[config.mk]
export PLATFORM = sky130hd
export DESIGN_NAME = fp_mult_pipe
export DESIGN_NICKNAME = d
export VERILOG_FILES = /design/src/rtl/fp_mult_pkg.sv /design/src/rtl/fp_mult_round.sv /design/src/rtl/fp_mult_pipe.sv
export SDC_FILE = /design/constraint.sdc
export NUM_CORES = 1
export LEC_CHECK = 0
export CAP_MARGIN = 25
export CORE_MARGIN = 2
export CORE_UTILIZATION = 50
export DETAILED_ROUTE_END_ITERATION = 12
export PLACE_DENSITY = 0.81
export SLEW_MARGIN = 20
export SYNTH_ARGS = -nofsm -noshare
export SYNTH_HDL_FRONTEND = slang
export SYNTH_HIERARCHICAL = 1
export SYNTH_SLANG_ARGS = --single-unit
[constraint.sdc]
create_clock -name clk -period 7.97 [get_ports clk]
set_input_delay 1.594 -clock clk [delete_from_list [all_inputs] [get_ports clk]]
set_output_delay 1.594 -clock clk [all_outputs]
set_load 0.05 [all_outputs]
[src/rtl/fp_mult_pkg.sv]
// Shared definitions for the pipelined floating-point multiplier: field widths,
// operand classes, flag bit positions and special-value encodings.
package fp_mult_pkg;

  typedef enum logic [2:0] {
    CLS_ZERO,
    CLS_SUB,
    CLS_NORM,
    CLS_INF,
    CLS_NAN
  } fp_class_e;

  localparam int FLG_INX = 0;
  localparam int FLG_UNF = 1;
  localparam int FLG_OVF = 2;
  localparam int FLG_INV = 3;

  function automatic int width_f(int exp_w, int man_w);
    return 1 + exp_w + man_w;
  endfunction

  function automatic int bias_f(int exp_w);
    return (1 << (exp_w - 1)) - 1;
  endfunction

  // All-ones exponent: reserved for Inf/NaN, first overflowing value.
  function automatic int emax_f(int exp_w);
    return (1 << exp_w) - 1;
  endfunction

  function automatic logic [63:0] qnan_f(int exp_w, int man_w);
    logic [63:0] r;
    r = '0;
    for (int i = 0; i < exp_w; i++) r[man_w + i] = 1'b1;
    r[man_w - 1] = 1'b1;
    return r;
  endfunction

  // Magnitude only; the caller supplies the sign bit.
  function automatic logic [63:0] max_finite_f(int exp_w, int man_w);
    logic [63:0] r;
    r = '0;
    for (int i = 0; i < man_w; i++) r[i] = 1'b1;
    for (int i = 1; i < exp_w; i++) r[man_w + i] = 1'b1;
    return r;
  endfunction

endpackage

[src/rtl/fp_mult_round.sv]
// Final multiplier stage logic: normalise the raw mantissa product, round to
// nearest-even, detect overflow/underflow and pack the result with its flags.
module fp_mult_round
  import fp_mult_pkg::*;
#(
  parameter int EXP_W = 5,
  parameter int MAN_W = 10,
  parameter int SAT   = 0
) (
  input  logic [2*MAN_W+1:0]     prod_i,
  input  logic signed [EXP_W+1:0] exp_i,
  input  logic                   sign_i,
  input  logic [2:0]             cls_i,
  input  logic                   invalid_i,
  output logic [EXP_W+MAN_W:0]   result_o,
  output logic [3:0]             flags_o
);

  localparam int W  = width_f(EXP_W, MAN_W);
  localparam int PW = 2 * (MAN_W + 1);
  localparam int RW = EXP_W + 3 + MAN_W;
  localparam logic [W-1:0]     QNAN     = W'(qnan_f(EXP_W, MAN_W));
  localparam logic [W-2:0]     MAXF     = (W-1)'(max_finite_f(EXP_W, MAN_W));
  localparam logic [EXP_W-1:0] EXP_ONES = '1;

  int                 lz, sh, exp_pre;
  logic [PW-1:0]      norm, lost_mask;
  logic [MAN_W-1:0]   man;
  logic               guard, sticky, tiny, inexact, rnd_up, ovf;
  logic [RW-1:0]      rounded;
  logic [EXP_W+2:0]   exp_r;

  always_comb begin
    lz = PW;
    for (int i = 0; i < PW; i++)
      if (prod_i[i]) lz = PW - 1 - i;

    // Shift so the leading one reaches the top, but never below exponent 1;
    // a negative shift pushes tiny results right into the subnormal range.
    sh = (int'(exp_i) < lz) ? int'(exp_i) : lz;
    lost_mask = '0;
    if (sh >= 0) begin
      norm = prod_i << sh;
    end else if (-sh >= PW) begin
      norm      = '0;
      lost_mask = '1;
    end else begin
      norm      = prod_i >> (-sh);
      lost_mask = ~({PW{1'b1}} << (-sh));
    end

    tiny    = ~norm[PW-1];
    exp_pre = tiny ? 0 : int'(exp_i) + 1 - lz;
    man     = norm[PW-2 -: MAN_W];
    guard   = norm[MAN_W];
    sticky  = (|norm[MAN_W-1:0]) | (|(prod_i & lost_mask));
    inexact = guard | sticky;
    rnd_up  = guard & (sticky | man[0]);
    // Carry out of the mantissa lands in the exponent field directly.
    rounded = {(EXP_W+3)'(exp_pre), man} + RW'(rnd_up);
    exp_r   = rounded[RW-1:MAN_W];
    ovf     = exp_r >= (EXP_W+3)'(emax_f(EXP_W));

    result_o = '0;
    flags_o  = '0;
    case (fp_class_e'(cls_i))
      CLS_NAN: begin
        result_o         = QNAN;
        flags_o[FLG_INV] = invalid_i;
      end
      CLS_INF:  result_o = {sign_i, EXP_ONES, {MAN_W{1'b0}}};
      CLS_ZERO: result_o = {sign_i, {(W-1){1'b0}}};
      default: begin
        if (ovf) begin
          result_o = (SAT != 0) ? {sign_i, MAXF} : {sign_i, EXP_ONES, {MAN_W{1'b0}}};
          flags_o[FLG_OVF] = 1'b1;
          flags_o[FLG_INX] = 1'b1;
        end else begin
          result_o = {sign_i, exp_r[EXP_W-1:0], rounded[MAN_W-1:0]};
          flags_o[FLG_UNF] = tiny & inexact;
          flags_o[FLG_INX] = inexact;
        end
      end
    endcase
  end

endmodule

[src/rtl/fp_mult_pipe.sv]
// Three-stage pipelined floating-point multiplier with a single global advance
// enable for valid/ready backpressure: unpack/classify, multiply, round/pack.
module fp_mult_pipe
  import fp_mult_pkg::*;
#(
  parameter int EXP_W = 5,
  parameter int MAN_W = 10,
  parameter int SAT   = 0,
  parameter int W     = 1 + EXP_W + MAN_W
) (
  input  logic         clk,
  input  logic         rst,
  input  logic         in_valid,
  output logic         in_ready,
  input  logic [W-1:0] data1,
  input  logic [W-1:0] data2,
  output logic         out_valid,
  input  logic         out_ready,
  output logic [W-1:0] result,
  output logic [3:0]   flags
);

  localparam int EW   = EXP_W + 2;
  localparam int PW   = 2 * (MAN_W + 1);
  localparam int BIAS = bias_f(EXP_W);

  logic             adv;
  logic             v1_q, v2_q, out_valid_q;
  logic [EXP_W-1:0] ea, eb;
  logic [MAN_W-1:0] fa, fb;
  fp_class_e        cls_a, cls_b, cls1_d, cls1_q, cls2_q;
  logic             inv1_d, inv1_q, inv2_q, sign1_q, sign2_q;
  logic [EXP_W-1:0] e1a_q, e1b_q;
  logic [MAN_W:0]   m1a_q, m1b_q;
  logic [PW-1:0]    prod2_q;
  logic signed [EW-1:0] exp2_q;
  logic [W-1:0]     result_q, result_d;
  logic [3:0]       flags_q, flags_d;

  function automatic fp_class_e classify(logic [EXP_W-1:0] e, logic [MAN_W-1:0] f);
    if (e == '0) return (f == '0) ? CLS_ZERO : CLS_SUB;
    if (e == '1) return (f == '0) ? CLS_INF : CLS_NAN;
    return CLS_NORM;
  endfunction

  assign adv      = ~out_valid_q | out_ready;
  assign in_ready = adv;
  assign ea = data1[W-2 -: EXP_W];
  assign eb = data2[W-2 -: EXP_W];
  assign fa = data1[MAN_W-1:0];
  assign fb = data2[MAN_W-1:0];

  // Special-case priority is resolved once here and carried as a result class.
  always_comb begin
    cls_a  = classify(ea, fa);
    cls_b  = classify(eb, fb);
    inv1_d = 1'b0;
    if (cls_a == CLS_NAN || cls_b == CLS_NAN) begin
      cls1_d = CLS_NAN;
    end else if ((cls_a == CLS_INF && cls_b == CLS_ZERO) ||
                 (cls_a == CLS_ZERO && cls_b == CLS_INF)) begin
      cls1_d = CLS_NAN;
      inv1_d = 1'b1;
    end else if (cls_a == CLS_INF || cls_b == CLS_INF) begin
      cls1_d = CLS_INF;
    end else if (cls_a == CLS_ZERO || cls_b == CLS_ZERO) begin
      cls1_d = CLS_ZERO;
    end else begin
      cls1_d = CLS_NORM;
    end
  end

  always_ff @(posedge clk or posedge rst) begin
    if (rst) begin
      v1_q        <= 1'b0;
      v2_q        <= 1'b0;
      out_valid_q <= 1'b0;
      result_q    <= '0;
      flags_q     <= '0;
    end else if (adv) begin
      v1_q        <= in_valid;
      v2_q        <= v1_q;
      out_valid_q <= v2_q;
      if (v2_q) begin
        result_q <= result_d;
        flags_q  <= flags_d;
      end
    end
  end

  // Datapath registers carry no reset; only the valid bits qualify them.
  always_ff @(posedge clk) begin
    if (adv) begin
      sign1_q <= data1[W-1] ^ data2[W-1];
      cls1_q  <= cls1_d;
      inv1_q  <= inv1_d;
      e1a_q   <= (ea == '0) ? EXP_W'(1) : ea;
      e1b_q   <= (eb == '0) ? EXP_W'(1) : eb;
      m1a_q   <= {ea != '0, fa};
      m1b_q   <= {eb != '0, fb};
      sign2_q <= sign1_q;
      cls2_q  <= cls1_q;
      inv2_q  <= inv1_q;
      prod2_q <= PW'(m1a_q) * PW'(m1b_q);
      exp2_q  <= EW'(e1a_q) + EW'(e1b_q) - EW'(BIAS);
    end
  end

  fp_mult_round #(
    .EXP_W(EXP_W),
    .MAN_W(MAN_W),
    .SAT  (SAT)
  ) u_round (
    .prod_i   (prod2_q),
    .exp_i    (exp2_q),
    .sign_i   (sign2_q),
    .cls_i    (cls2_q),
    .invalid_i(inv2_q),
    .result_o (result_d),
    .flags_o  (flags_d)
  );

  assign out_valid = out_valid_q;
  assign result    = result_q;
  assign flags     = flags_q;

endmodule

### Yosys cells after proc, flatten, opt, wreduce, memory -nomap -nowiden

Cells that the tools add are included.

| cells by class | value |
|---|---|
| shift operators | 3 |
| mux-type cells | 56 |
| bitwise gates (word level) | 11 |
| reductions and logical operators | 20 |
| $add $sub $neg | 6 |
| eq/ne operators | 8 |
| multiply operators | 1 |
| divide/modulo/power cells | 0 |
| $lt $le $gt $ge | 4 |

Operators with widths:

| cell | number |
|---|---|
| $mux W22 | 4 |
| $mux W5 | 16 |
| $pmux W16 S3 | 1 |
| $mux W3 | 15 |
| $ge A32 B1 Y1 const B | 1 |
| $ge A32 B6 Y1 const B | 1 |
| $mux W32 | 1 |
| $neg A32 Y32 | 1 |
| $shl A22 B32 Y22 | 1 |
| $shl A22 B32 Y22 const A | 1 |
| $shr A22 B32 Y22 | 1 |
| $and A22 B22 Y22 | 1 |
| $mul A11 B11 Y22 | 1 |
| $not A22 Y22 | 1 |
| $reduce_or A22 Y1 | 1 |
| $logic_not A10 Y1 | 2 |
| $add A18 B1 Y18 | 1 |
| $mux W15 | 1 |
| $mux W1 | 13 |
| $eq A5 B5 Y1 const B | 2 |
| $logic_not A5 Y1 | 2 |
| $reduce_bool A5 Y1 | 2 |
| $reduce_or A10 Y1 | 1 |
| $eq A3 B2 Y1 const B | 3 |
| other kinds (19) | 35 |

| word-level totals | value |
|---|---|
| logic and storage cells | 126 |
| bits of input ports | 36 |
| ROM bits | 0 |
| latch bits | 0 |
| memory bits (writable) | 0 |
| memories kept | 0 |
| output and inout port bits | 22 |
| register bits | 94 |

### Longest topological paths before layout

| depth | value |
|---|---|
| depth after elaboration | 38 |
| depth in mapped cells | 47 |
| gate-level depth less buffers | 36 |

### By module

Netlist, hierarchy kept.

By module, submodules not included:

| module | instances | area each (um^2) | cells an instance | sequential area each (um^2) |
|---|---|---|---|---|
| fp_mult_pipe | 1 | 7,531.0 | 675 | 2,707.6 |
| fp_mult_round | 1 | 4,987.3 | 770 | 0.0 |

### Worst setup path before layout

OpenSTA, ideal clock, no wires.

| timing path | value |
|---|---|
| path kind | register to register |
| start | reg prod2_q[4] |
| end | reg result_q[12], in the netlist result[12] |
| path slack | -0.725 ns |
| buffers on the path | 11 |
| cell stages (with the launch flop) | 48 |
| data arrival time | 8.570 ns |
| library setup time | 0.125 ns |
| clock period less this slack | 8.695 ns |
| required time | 7.845 ns |
| path through | edfxtp_1 > clkbuf_1 > inv_1 > a221oi_1 > nor2_1 > o21ai_0 > a21oi_1 > nor2_1 > o21ai_0 > a21oi_1 > nor2_1 > or2_2 > inv_1 > ha_1 > nor2b_1 > o2111ai_2 > a21o_1 > clkbuf_1 > (+12 left out) > nor4_1 > and3_1 > clkbuf_1 > and2_1 > a41o_1 > o211a_1 > nand3_1 > a221oi_2 > ha_1 > and3_1 > buf_4 > nand4_1 > a311o_1 > a311o_1 > buf_2 > o31ai_1 > nand3_1 > mux2_2 |

| on the way | value |
|---|---|
| cells in the longest elaborated chain, start to end | 34 |
| elaborated cells between the ends (all ways) | 43 |
| classes of those cells | add/sub: 3; order compare: 4; shift: 3; mux: 26; bitwise: 5; reduce/logical: 2 |

RTL lines:

| item | line | RTL |
|---|---|---|
| start, declared | fp_mult_pipe.sv:35 | `logic [PW-1:0] prod2_q;` |
| start signal, assigned | fp_mult_pipe.sv:104 | `prod2_q <= PW'(m1a_q) * PW'(m1b_q);` |
| branches (longest 30 deep; another with $mux W5) | - |  |
| $add A18 B1 Y18 * | fp_mult_round.sv:60 | `rounded = {(EXP_W+3)'(exp_pre), man} + RW'(rnd_up);` |
| $ge A8 B5 Y1 | fp_mult_round.sv:62 | `ovf = exp_r >= (EXP_W+3)'(emax_f(EXP_W));` |
| $mux W15 * | fp_mult_round.sv:74 | `if (ovf) begin` |
| $pmux W16 S3 * | fp_mult_round.sv:66 | `case (fp_class_e'(cls_i))` |
| named net result_d[12] | fp_mult_pipe.sv:37 | `logic [W-1:0] result_q, result_d;` |
| end signal, assigned | fp_mult_pipe.sv:85 | `result_q <= result_d;` |
| end, declared | fp_mult_pipe.sv:37 |  |

Mark *: on every way through the listed nets, which the timed path passes.
A chain may end at the register's enable or synchronous reset.

### Worst setup path in the final report

| timing path | value |
|---|---|
| start | reg prod2_q[16] |
| end | reg result_q[13], in the netlist result[13] |

| on the way | value |
|---|---|
| cells in the longest elaborated chain, start to end | 22 |
| elaborated cells between the ends (all ways) | 31 |
| classes of those cells | add/sub: 3; order compare: 4; shift: 3; mux: 14; bitwise: 5; reduce/logical: 2 |

RTL lines:

| item | line |
|---|---|
| branches (longest 18 deep; another with $neg A32 Y32) | - |
| $add A18 B1 Y18 * | fp_mult_round.sv:60 |
| $ge A8 B5 Y1 | fp_mult_round.sv:62 |
| $mux W15 * | fp_mult_round.sv:74 |
| $pmux W16 S3 * | fp_mult_round.sv:66 |
| named net result_d[13] | fp_mult_pipe.sv:37 |

Marked as above.

==> flow_summary.yaml <==
yosys:
  yosysWarningCount: 6
  postSynth.topFlopCell: "sky130_fd_sc_hd__edfxtp_1"
  seq_area_frac_synth: 0.216
  post_syn_area_sq_um: 12500
  post_synth_main_area_contributors: "sky130_fd_sc_hd__edfxtp_1 (17%), sky130_fd_sc_hd__fa_1 (13%), sky130_fd_sc_hd__ha_1 (9.5%), sky130_fd_sc_hd__dfrtp_1 (4.6%), sky130_fd_sc_hd__inv_1 (4.4%)"
  postSynthNetCount: 1659
  synthArstFlopShare: 0.245
  ff_latch_count_synth: 94
  syn-instance-count: 1445
  synth.lib_cells_used.distinct: 108
  synth_area_leader_cell: "sky130_fd_sc_hd__edfxtp_1"
  ys_top_cells_by_count: "sky130_fd_sc_hd__inv_1 (147), sky130_fd_sc_hd__nand2_1 (134), sky130_fd_sc_hd__nor2_1 (101), sky130_fd_sc_hd__ha_1 (95), sky130_fd_sc_hd__fa_1 (83)"
  postSynthAreaPerCell_sq_um: 8.66
  cell_with_the_most_instances_after_synthesis: "sky130_fd_sc_hd__inv_1"
  synth_edf_count: 71
  synth_top_area_share: 0.170
sta:
  fmax_mhz: 134
  max-slew-margin-rel: 0.393
  finalSetupViolCount: 0
  final-max-slew-violation-count: 0
  worstMarginPinSlew_ns: 0.910
  layout_worst_path_cycle_share: 0.937
  finalHoldWorstSlack_ns: 0.424
  layout_setup_ws_ns: 0.500
  finalCriticalPeriod_ns: 7.47
  final-hold-violation-count: 0
  clock_skew_ns: 0.0163
  grt_setup_unrepaired: "no"
  fin_tns_setup_ns: 0
placed_design:
  routabilityCongestion: 1.03
  dp_hpwl_um: 30700
  preCtsSetupSlack_ns: 0.323
  dp_cells: 1794
  numPortBuffers: 57
grt:
  grt_start_max_net_pins: 76
  initial_antenna_violation_count: 0
  grt_pass1_vias: 11356
  grt_util_all_layers: 0.296
  grt_remaining_overflow: 0
  grt_pass1_wl_um: 61100
clock_tree:
  cts_inserted_buffers: 9
  max-clock-path-buffers: 2
  holdBufCountCts: 0
  cts_max_level: 3
  clkSinkCount: 94
  clock-root-buffer: "sky130_fd_sc_hd__clkbuf_16"
  clock_insertion_delay_worst_skew_ns: 0.36
  worst_setup_hold_path_clk_slew_ns: 0.08
  tritoncts_clock_tree: "built"
detailed_routing:
  ant_nets: 0
  avgViaCountPerCell: 6.27
  firstDrtPassIters: 5
  detailedRoute.firstIterationViolations: 1131
  dr_wl_met2_um: 18400
  vias: 11414
  post-route-drc-count: 0
  met3RoutedLength_um: 3130
  routed_wl_um: 38700
  met1_length_um: 15100
  wire_per_inst_um: 21.2
  route.top_layer_used: "met4"
run_status:
  status: "finished clean"
worst_setup_path:
  cp_slowest_stage_delay_ns: 0.58
  cp.arrival_ns: 7.71
  critical_path_start_type: "flop"
  worst-endpoint-required_ns: 8.21
  setup_crit_path_kind: "reg2reg"
  slowest_stage_cell_crit_path: "sky130_fd_sc_hd__or4_4"
  crit_fanout: 26
  crit_path_end_kind: "flop"
  crit_top_cell: "sky130_fd_sc_hd__buf_4"
floorplan:
  floorplan.core_area_sq_um: 24500
  die-width_um: 162
  ios: 58
  core.rowCount: 57
  die_h_um: 162
  initial_utilization: 0.512
  die-area_sq_um: 26300
cells_and_area:
  fill_cells: 2087
  design.final.nets: 1705
  final-seq-area_sq_um: 2710
  layoutNonFillerInstCount: 1820
  antenna_cells: 0
  layout-drive-gt1-share: 0.125
  area_growth_syn_to_layout_pct: 12.1
  multi_input_comb_area_sq_um: 8870
run:
  drv_cap: 0
worst_hold_path:
  hold_path.class: "reg2reg"
==> flip-flops by register name (all words and copies together), names as in the netlist, 4 cells and up <==
register and flops:
e1a_q 5, prod2_q 22, m1a_q 11, m1b_q 11, exp2_q 7, e1b_q 5
flags 4, result 16
==> logic make-up (layout without fill, tap and decap cells) <==
logic type,after synthesis,in the layout,synth area share
muxes,54,54,0.0482
xor gates and xnor gates,41,41,0.0287
DFF,94,94,0.216
AOI/OAI and AO/OA,352,352,0.207
and+or+nand+nor,473,473,0.190
adders and majority gates,179,179,0.228
buffers and inverters,252,303,0.0807
==> worst max-delay path, delay by kind of cell (launching register included) <==
family                     cells  cell delay (ns)
AOI/OAI and AO/OA             11             2.97
and+or+nand+nor                8             1.89
buffers and inverters          6             0.98
adders and majority gates      3             0.70
DFF                            1             0.39
muxes                          1             0.27
xor gates and xnor gates       1             0.15
==> per-layer routing <==
layer  vias to the layer above  global-route usage
li1                       5219                   -
met4                         0               0.139
met5                         -                   0
met3                       128              0.0470
met1                      5439               0.369
met2                       628               0.504
==> path summary, 6_finish.rpt <==
check	startpoint	slack [ns]	cells after the start	endpoint
setup / recovery	prod2_q[16]	0.50	30	result[13]
hold / removal	sign1_q	0.42	0	sign2_q
setup reg to reg	prod2_q[16]	0.50	30	result[13]
hold reg to reg	sign1_q	0.42	0	sign2_q
max in group asynchronous	rst	6.07	3	result[11]
min in group asynchronous	rst	1.49	2	result[5]
==> repair_timing <==
action	in CTS	in global routing
buffers inserted	0	9
hold endpoints to repair	0	0
resized for setup	0	12
setup endpoints to repair	0	17
==> cell usage in the layout, fill, tap and decap left out, types with 10 or more instances in the layout <==
| cell type | instances |
|---|---|
| sky130_fd_sc_hd__o22ai_1 | 19 |
| sky130_fd_sc_hd__edfxtp_1 | 71 |
| sky130_fd_sc_hd__xor2_1 | 15 |
| sky130_fd_sc_hd__mux2_2 | 26 |
| sky130_fd_sc_hd__fa_1 | 83 |
| sky130_fd_sc_hd__xnor2_1 | 26 |
| sky130_fd_sc_hd__dfrtp_1 | 23 |
| sky130_fd_sc_hd__nand3_1 | 42 |
| sky130_fd_sc_hd__clkdlybuf4s50_1 | 57 |
| sky130_fd_sc_hd__o211ai_1 | 14 |
| sky130_fd_sc_hd__buf_4 | 79 |
| sky130_fd_sc_hd__a211oi_1 | 22 |
| sky130_fd_sc_hd__ha_1 | 93 |
| sky130_fd_sc_hd__nor2b_1 | 10 |
| sky130_fd_sc_hd__and3_1 | 14 |
| sky130_fd_sc_hd__and2_1 | 70 |
| sky130_fd_sc_hd__o21ai_1 | 10 |
| sky130_fd_sc_hd__a21oi_1 | 79 |
| sky130_fd_sc_hd__nor2_1 | 99 |
| sky130_fd_sc_hd__inv_1 | 147 |
| sky130_fd_sc_hd__mux2i_1 | 24 |
| sky130_fd_sc_hd__o221ai_1 | 11 |
| sky130_fd_sc_hd__nor4_1 | 13 |
| sky130_fd_sc_hd__a31oi_1 | 13 |
| sky130_fd_sc_hd__nand2_1 | 134 |
| sky130_fd_sc_hd__nor3_1 | 22 |
| sky130_fd_sc_hd__a21o_1 | 24 |
| sky130_fd_sc_hd__o21ai_0 | 35 |
==> layout make-up <==
cell class,instances,share of cell area
Clock buffer,9,0.0160
Inverter,150,0.0401
Clock inverter,7,0.00597
Tap cell,324,0.0289
Timing Repair Buffer,137,0.0840
Sequential cell,94,0.193
Multi-Input combinational cell,1099,0.632
==> metrics by stage <==
step	util	instance area, sq um
3_5_place_dp	0.556	13600
2_1_floorplan	-	12500
3_3_place_gp	0.556	13600
6_report	0.574	14000
4_1_cts	0.568	13900
5_1_grt	0.574	14000
Power is not shown: default switching activity piles up to over one toggle a cycle in this logic, so the estimate is an artifact.
